$ cat src/rtl/ev_pedal_conditioner.sv
// Pedal conditioner: tick-sampled accel/brake with ramp limit, brake override, shorted-sensor FAULT; PEDAL_AVG_EN adds 4-tap accel averaging.
// Outputs update at the tick edge, cmd_valid follows for one cycle; no backpressure, ena=0 freezes everything.
module ev_pedal_conditioner #(
  parameter int SAMPLE_DIV  = 16,
  parameter int RAMP_STEP   = 1,
  parameter int FAULT_LIMIT = 3
) (
  input  logic       clk,
  input  logic       rst,
  input  logic       ena,
  input  logic       power_on,
  input  logic [3:0] accel_raw,
  input  logic [3:0] brake_raw,
  output logic [3:0] accel_out,
  output logic [3:0] brake_out,
  output logic       cmd_valid,
  output logic [1:0] state,
  output logic       override,
  output logic       fault
);

  typedef enum logic [1:0] {
    IDLE     = 2'd0,
    DRIVE    = 2'd1,
    OVERRIDE = 2'd2,
    FAULT    = 2'd3
  } state_t;

  localparam logic [15:0] CNT_MAX = 16'(SAMPLE_DIV - 1);
  localparam logic [4:0]  STEP5   = 5'(RAMP_STEP);
  localparam logic [3:0]  FLIM    = 4'(FAULT_LIMIT);

  state_t      st, st_nxt;
  logic [15:0] cnt;
  logic [3:0]  fcnt, fcnt_nxt;
  logic [3:0]  accel_nxt, brake_nxt, drive_accel, target;
  logic [4:0]  ramp_sum;
  logic        shorted, clr, tick;

  assign clr  = rst || (ena && !power_on);
  assign tick = ena && power_on && (cnt == CNT_MAX);

`ifdef PEDAL_AVG_EN
  logic [3:0] hist0, hist1, hist2;
  logic [5:0] avg_sum;
  assign avg_sum = {2'b00, accel_raw} + {2'b00, hist0} + {2'b00, hist1} + {2'b00, hist2};
  assign target  = avg_sum[5:2];
`else
  assign target = accel_raw;
`endif

  always_comb begin
    shorted  = (accel_raw == 4'hF) && (brake_raw == 4'hF);
    fcnt_nxt = 4'd0;
    if (shorted)
      fcnt_nxt = (fcnt >= FLIM) ? FLIM : fcnt + 4'd1;
    // 5-bit sum can exceed 15; clamping to target (<=15) also provides the saturation
    ramp_sum    = {1'b0, accel_out} + STEP5;
    drive_accel = target;
    if (target > accel_out)
      drive_accel = (ramp_sum > {1'b0, target}) ? target : ramp_sum[3:0];

    st_nxt    = st;
    accel_nxt = accel_out;
    brake_nxt = brake_out;
    if (fcnt_nxt == FLIM || st == FAULT) begin
      st_nxt    = FAULT;
      accel_nxt = 4'd0;
      brake_nxt = 4'hF;
    end else begin
      case (st)
        IDLE, DRIVE: begin
          if (st == DRIVE && brake_raw >= 4'd2 && target != 4'd0) begin
            st_nxt    = OVERRIDE;
            accel_nxt = 4'd0;
          end else begin
            st_nxt    = DRIVE;
            accel_nxt = drive_accel;
          end
          brake_nxt = brake_raw;
        end
        OVERRIDE: begin
          // only a released accelerator ends the override, not a released brake
          if (accel_raw == 4'd0) begin
            st_nxt    = DRIVE;
            accel_nxt = drive_accel;
          end else begin
            accel_nxt = 4'd0;
          end
          brake_nxt = brake_raw;
        end
        default: begin
          st_nxt    = FAULT;
          accel_nxt = 4'd0;
          brake_nxt = 4'hF;
        end
      endcase
    end
  end

  always_ff @(posedge clk) begin
    if (clr) begin
      st        <= IDLE;
      cnt       <= 16'd0;
      fcnt      <= 4'd0;
      accel_out <= 4'd0;
      brake_out <= 4'd0;
      cmd_valid <= 1'b0;
      override  <= 1'b0;
      fault     <= 1'b0;
`ifdef PEDAL_AVG_EN
      hist0     <= 4'd0;
      hist1     <= 4'd0;
      hist2     <= 4'd0;
`endif
    end else if (!ena) begin
      cmd_valid <= 1'b0;
    end else if (tick) begin
      cnt       <= 16'd0;
      st        <= st_nxt;
      fcnt      <= fcnt_nxt;
      accel_out <= accel_nxt;
      brake_out <= brake_nxt;
      cmd_valid <= 1'b1;
      override  <= (st_nxt == OVERRIDE);
      fault     <= (st_nxt == FAULT);
`ifdef PEDAL_AVG_EN
      hist0     <= accel_raw;
      hist1     <= hist0;
      hist2     <= hist1;
`endif
    end else begin
      cnt       <= cnt + 16'd1;
      cmd_valid <= 1'b0;
    end
  end

  assign state = st;

endmodule

$ cat config.mk
export PLATFORM = sky130hd
export DESIGN_NAME = ev_pedal_conditioner
export DESIGN_NICKNAME = d
export VERILOG_FILES = /design/src/rtl/ev_pedal_conditioner.sv
export SDC_FILE = /design/constraint.sdc
export NUM_CORES = 1
export LEC_CHECK = 0
export BUFFER_PORTS_ARGS = -buffer_cell sky130_fd_sc_hd__buf_4
export CAP_MARGIN = 20
export CORE_MARGIN = 8
export CORE_UTILIZATION = 55
export DETAILED_ROUTE_END_ITERATION = 10
export GPL_TIMING_DRIVEN = 0
export PLACE_DENSITY = 0.77
export SKIP_LAST_GASP = 1
export SYNTH_ARGS = -nofsm -noshare
export SYNTH_HDL_FRONTEND = slang
export SYNTH_SLANG_ARGS = --single-unit
export TNS_END_PERCENT = 100
$ cat constraint.sdc
create_clock -name clk -period 6 [get_ports clk]
set_input_delay 0.6 -clock clk [delete_from_list [all_inputs] [get_ports clk]]
set_output_delay 0.6 -clock clk [all_outputs]
set_load 0.01 [all_outputs]
# == Word level (Yosys, flattened, before mapping) ==
# Index checks and enable logic that the tools add are counted.
# op_classes
n_addsub,3
n_lt_le_gt_ge,4
eq_ne,9
mux,16
bitwise,1
n_reduce_logical,16
# op_table
cell,n
4-bit two-way mux,9
16-bit by 1-bit adder with 16-bit output (second input constant),1
16-bit by 4-bit equality test with 1-bit output (second input constant),1
16-bit two-way mux,1
2-bit equality test (second input constant),4
4-bit equality test (second input constant),2
4-bit by 2-bit >= comparator with 1-bit output (second input constant),2
4-bit case mux with 2 select lines,1
1-bit logical AND,6
2-bit two-way mux,3
4-bit by 1-bit adder with 5-bit output (second input constant),1
5-bit by 4-bit greater-than comparator with 1-bit output,1
4-bit by 1-bit adder with 4-bit output (second input constant),1
4-bit by 2-bit equality test with 1-bit output (second input constant),1
4-bit greater-than comparator,1
4-bit logical NOT,1
2-bit case mux with 2 select lines,1
4-bit nonzero test,1
2-bit OR reduction,2
3-bit OR reduction,1
2-bit by 1-bit equality test with 1-bit output (second input constant),1
2-bit logical NOT,1
1-bit logical OR,2
2-bit AND reduction,1
other kinds (3),3
# word_totals
reg_bits,33
in_bits,12
out_inout_bits,13
word_cells,57

# == Depth between registers and ports, before layout ==
# logic_depth
ltp_word,7
ltp_mapped,9
depth_no_buf,9

# == Least setup slack after synthesis ==
# OpenSTA, ideal clock, no wires.
# synth_timing
kind,reg-to-reg
from,reg accel_out[0]
to,reg accel_out[2]
setup_ns,0.073
t_arrival_ns,2.225
t_required_ns,5.927
path_slack_ns,3.702
path_stages_with_launch,10
n_path_buf,0
path_cell_list,dfxtp_1 ha_1 xor2_1 ha_1 a21o_1 a211o_1 o32ai_1 nand3_1 o31a_1 o22ai_2
# synth_between
elab_chain_cells,7
word_cells_on_any_way,9
classes_between,add/sub: 1; order compare: 2; mux: 6
# synth_rtl
element,line_no,text
from (decl),14,"output logic [3:0] accel_out,"
from (signal assigned),122,accel_out <= accel_nxt;
4-bit by 1-bit adder with 5-bit output,58,"ramp_sum = {1'b0, accel_out} + STEP5;"
5-bit by 4-bit greater-than comparator with 1-bit output,61,"drive_accel = (ramp_sum > {1'b0, target}) ? target : ramp_sum[3:0];"
4-bit two-way mux,61,
4-bit two-way mux *,60,if (target > accel_out)
4-bit two-way mux (on tied branches),"84, 73",
4-bit case mux with 2 select lines *,71,case (st)
4-bit two-way mux *,66,if (fcnt_nxt == FLIM || st == FAULT) begin
# Mark *: on every way between the ends. The rest lies on a longest branch, timed or not.
# A chain may end at the register's enable or synchronous reset.

# == Worst setup path after layout ==
# Ends and elaborated chain as after synthesis.

==> metrics.csv <==
stage;metric;value;unit
cts;clock sink count;33;
placement;GPL Wtd Cong;0.828;
placement;Placed Cells;247;
outcome;status;finished, final reports clean;
layout;Ant. Diodes;0;
layout;share of cells above drive strength 1;20.7;%
synth;Synth Cell Area;1700;µm²
drt;DRC;0;
sta;Period minus WS final;2.59;ns
placement;post-detail-place hpwl;2780;µm
sta;Rel. slew slack;64.8;%
cts;Clock Path Buffers;2;
global_routing;largest net degree at the start of global routing;12;
worst_setup_path;Setup Crit Path Kind;reg -> reg;
synth;ys async rst share;0;%
power;peak supply drop;0.104;mV
layout;Layout area overhead;15.8;%
sta;setup violators final;0;
power;static leakage;0.845;nW
sta;Worst Tran Pin Value;0.520;ns
cts;Root Driver;clkbuf_4;
hold_path;Hold Path Class;reg -> reg;
die;Initial Util;56.7;%
cts;post-cts gate resize count;0;
layout;post-layout util;65.7;%
die;die footprint;5130;µm²
sta;post-route clock period utilization;43.2;%
cts;later-pin clock latency in the skew report;0.34;ns
die;die width;71.6;µm
die;Core ar.;3000;µm²
sta;RSZ-0062 raised after global routing;no;
die;num rows;20;
sta;Fin Clk Skew;0.0158;ns
drt;Routed WL per cell;13.9;µm
global_routing;initial antenna violation count;0;
synth;Main synth FF type;dfxtp_1;
cts;Inserted Clock Buffers;5;
placement;I/O Buffers;23;
synth;Synth Instances;191;
drt;drt via density;5.66;
cts;CTS clk-pin slew, worst paths;0.11;ns
cts;hold buffer count at CTS;0;
worst_setup_path;Slowest-stage cell, CP;dfxtp_1;
worst_setup_path;critical path's top delay family;compound AO/OA/AOI/OAI gates;
drt;DRT iter0 DRCs;49;
global_routing;vias in the first global route;1437;
drt;DR vias;1443;
worst_setup_path;crit-path max cell delay;0.47;ns
hold_path;Min-Delay Startpoint;fcnt[1];
worst_setup_path;Worst R2R Start;accel_out[0];
worst_setup_path;crit-path max FO;6;
worst_setup_path;Buf/Inv on CP;0;
worst_setup_path;Critical path origin;accel_out[0];
global_routing;GRT Util Overall;14.5;%
sta;TNS Setup;0;ns
global_routing;Overflow after GRT;0;
die;Top Ports;25;
synth;synth unique cells;41;
drt;drt total wl;3540;µm
sta;Fmax;0.386;GHz
cts;CTS tree;yes;
worst_setup_path;Worst EP required;6.27;ns
synth;Seq/Total Area, Yosys;38.8;%
synth;#FFs+latches synth;33;
worst_setup_path;worst path arrival time;2.86;ns
run;max-cap violations;0;
layout;post-route insts no fill;255;
synth;Ys Warns;0;
worst_setup_path;most frequent CP cell;ha_1;
layout;nets;244;
worst_setup_path;critical-path cell list;ha_1, xor2_1, ha_1, a21o_1, a211o_1, o32ai_1, nand3_1, o31a_1, o22ai_2;
sta;final hold vios;0;
global_routing;global-route wire length before repair;6000;µm
cts;H-tree levels;2;
cts;post-CTS repair timing setup buffer count;0;
sta;Max Slew Vio Count;0;
drt;remaining antenna violation count;0;
synth;EDFF count, synth;0;
synth;mean post-synth cell area;8.92;µm²
power;Pwr Density;187;nW/µm²
drt;1st-pass router iterations;5;
die;die height;71.6;µm
synth;Synth Net Count;214;
worst_setup_path;CP Launch Type;flop;
worst_setup_path;CP Capture Type;flop;
## per-stage QoR
stage	power, mW	hold WS [ns]	setup WS (ns)	cell area [µm²]
2_1_floorplan	0.242	0.436	3.70	1700
3_3_place_gp	0.253	0.447	3.59	1920
3_5_place_dp	0.254	0.460	3.43	1920
4_1_cts	0.374	0.476	3.40	1970
5_1_grt	0.384	0.489	3.31	1970
6_report	0.370	0.472	3.41	1970
## synth_stat cells, types with 2 or more instances
| library cell | instances | share of area, % |
|---|---|---|
| dfxtp_1 | 33 | 39 |
| mux2i_1 | 4 | 2.4 |
| nor3_1 | 3 | 0.88 |
| ha_1 | 11 | 8.1 |
| nand3_1 | 7 | 2.1 |
| o221a_2 | 4 | 2.6 |
| xnor2_1 | 5 | 2.6 |
| nand4_1 | 5 | 1.8 |
| buf_4 | 2 | 0.88 |
| nor4_1 | 2 | 0.73 |
| o22ai_1 | 3 | 1.1 |
| o21ai_0 | 5 | 1.5 |
| or3_1 | 2 | 0.73 |
| a21o_1 | 2 | 0.88 |
| inv_1 | 13 | 2.9 |
| nand2_1 | 18 | 4.0 |
| nor2_1 | 23 | 5.1 |
| a21oi_1 | 10 | 2.9 |
| and3_1 | 8 | 2.9 |
| xor2_1 | 10 | 5.1 |
## logic make-up (layout without fill, tap and decap cells)
group	after synthesis	after routing	share of synthesized area, %
compound gates	34	34	15.4
xor+xnor	15	15	7.71
fa+ha+maj	11	11	8.08
buf+inv	18	49	4.92
flops	33	33	38.8
mux	4	4	2.35
simple gates	76	76	22.8
## state kept, by name (all words and copies together), names as in the netlist
name / cells
accel_out: 4
state: 2
override: 1
brake_out: 4
cnt: 16
fcnt: 4
cmd_valid: 1
fault: 1
## final cells by class
type | instances | area [µm²]
Sequential cell | 33 | 661
Inverter | 13 | 48.8
Tap cell | 33 | 41.3
Timing Repair Buffer | 23 | 173
Buffer | 5 | 35.0
Fill cell | 256 | 1030
Multi-Input combinational cell | 140 | 958
Clock buffer | 5 | 37.5
Clock inverter | 3 | 17.5
## report_power, final
part	switching, mW	internal, mW	leakage (nW)
Clock	0.0766	0.0441	0.0310
Sequential	0.000803	0.220	0.266
Combinational	0.0161	0.0122	0.548
## tightest hold or removal path, delay by kind of cell (launching register included)
| kind | cells | cell delay, ns |
|---|---|---|
| flops | 1 | 0.33 |
| compound gates | 1 | 0.05 |
| simple gates | 1 | 0.05 |
## layout by cell type, fill, tap and decap left out, drive strengths merged
| master | instances |
|---|---|
| dfxtp | 33 |
| buf | 27 |
| nor2 | 23 |
| nand2 | 19 |
| inv | 13 |
| ha | 11 |
| xor2 | 10 |
| a21oi | 10 |
| and3 | 8 |
| nand3 | 7 |
| nand4 | 6 |
| clkbuf | 6 |
| xnor2 | 5 |
| o21ai | 5 |
| mux2i | 4 |
| o221a | 4 |
| nor3 | 4 |
| o22ai | 4 |
| nor4 | 3 |
| a21o | 2 |
| or3 | 2 |
| clkinv | 2 |
| and4 | 1 |
| or2 | 1 |
| o41ai | 1 |
| o311ai | 1 |
| a221oi | 1 |
| a211o | 1 |
| o32ai | 1 |
| a21boi | 1 |
| a32o | 1 |
| nand2b | 1 |
| a2111o | 1 |
| nor2b | 1 |
| o31a | 1 |
| clkinvlp | 1 |
## routing by layer
metal  wire (µm)  share of wire, %  GRT usage, %
met5           0                 0             0
met3         188               5.3          4.74
met2        1780                50          26.2
met1        1520                43          14.5
met4          52               1.5          6.80
## worst paths after layout
path | depth (start not counted) | slack, ns | to
worst max-delay path | 9 | 3.41 | accel_out[2]
worst max register to register | 9 | 3.41 | accel_out[2]
worst min-delay path | 2 | 0.47 | fcnt[1]
worst min register to register | 2 | 0.47 | fcnt[1]
Note: power is estimated with default switching activity, not from simulation.
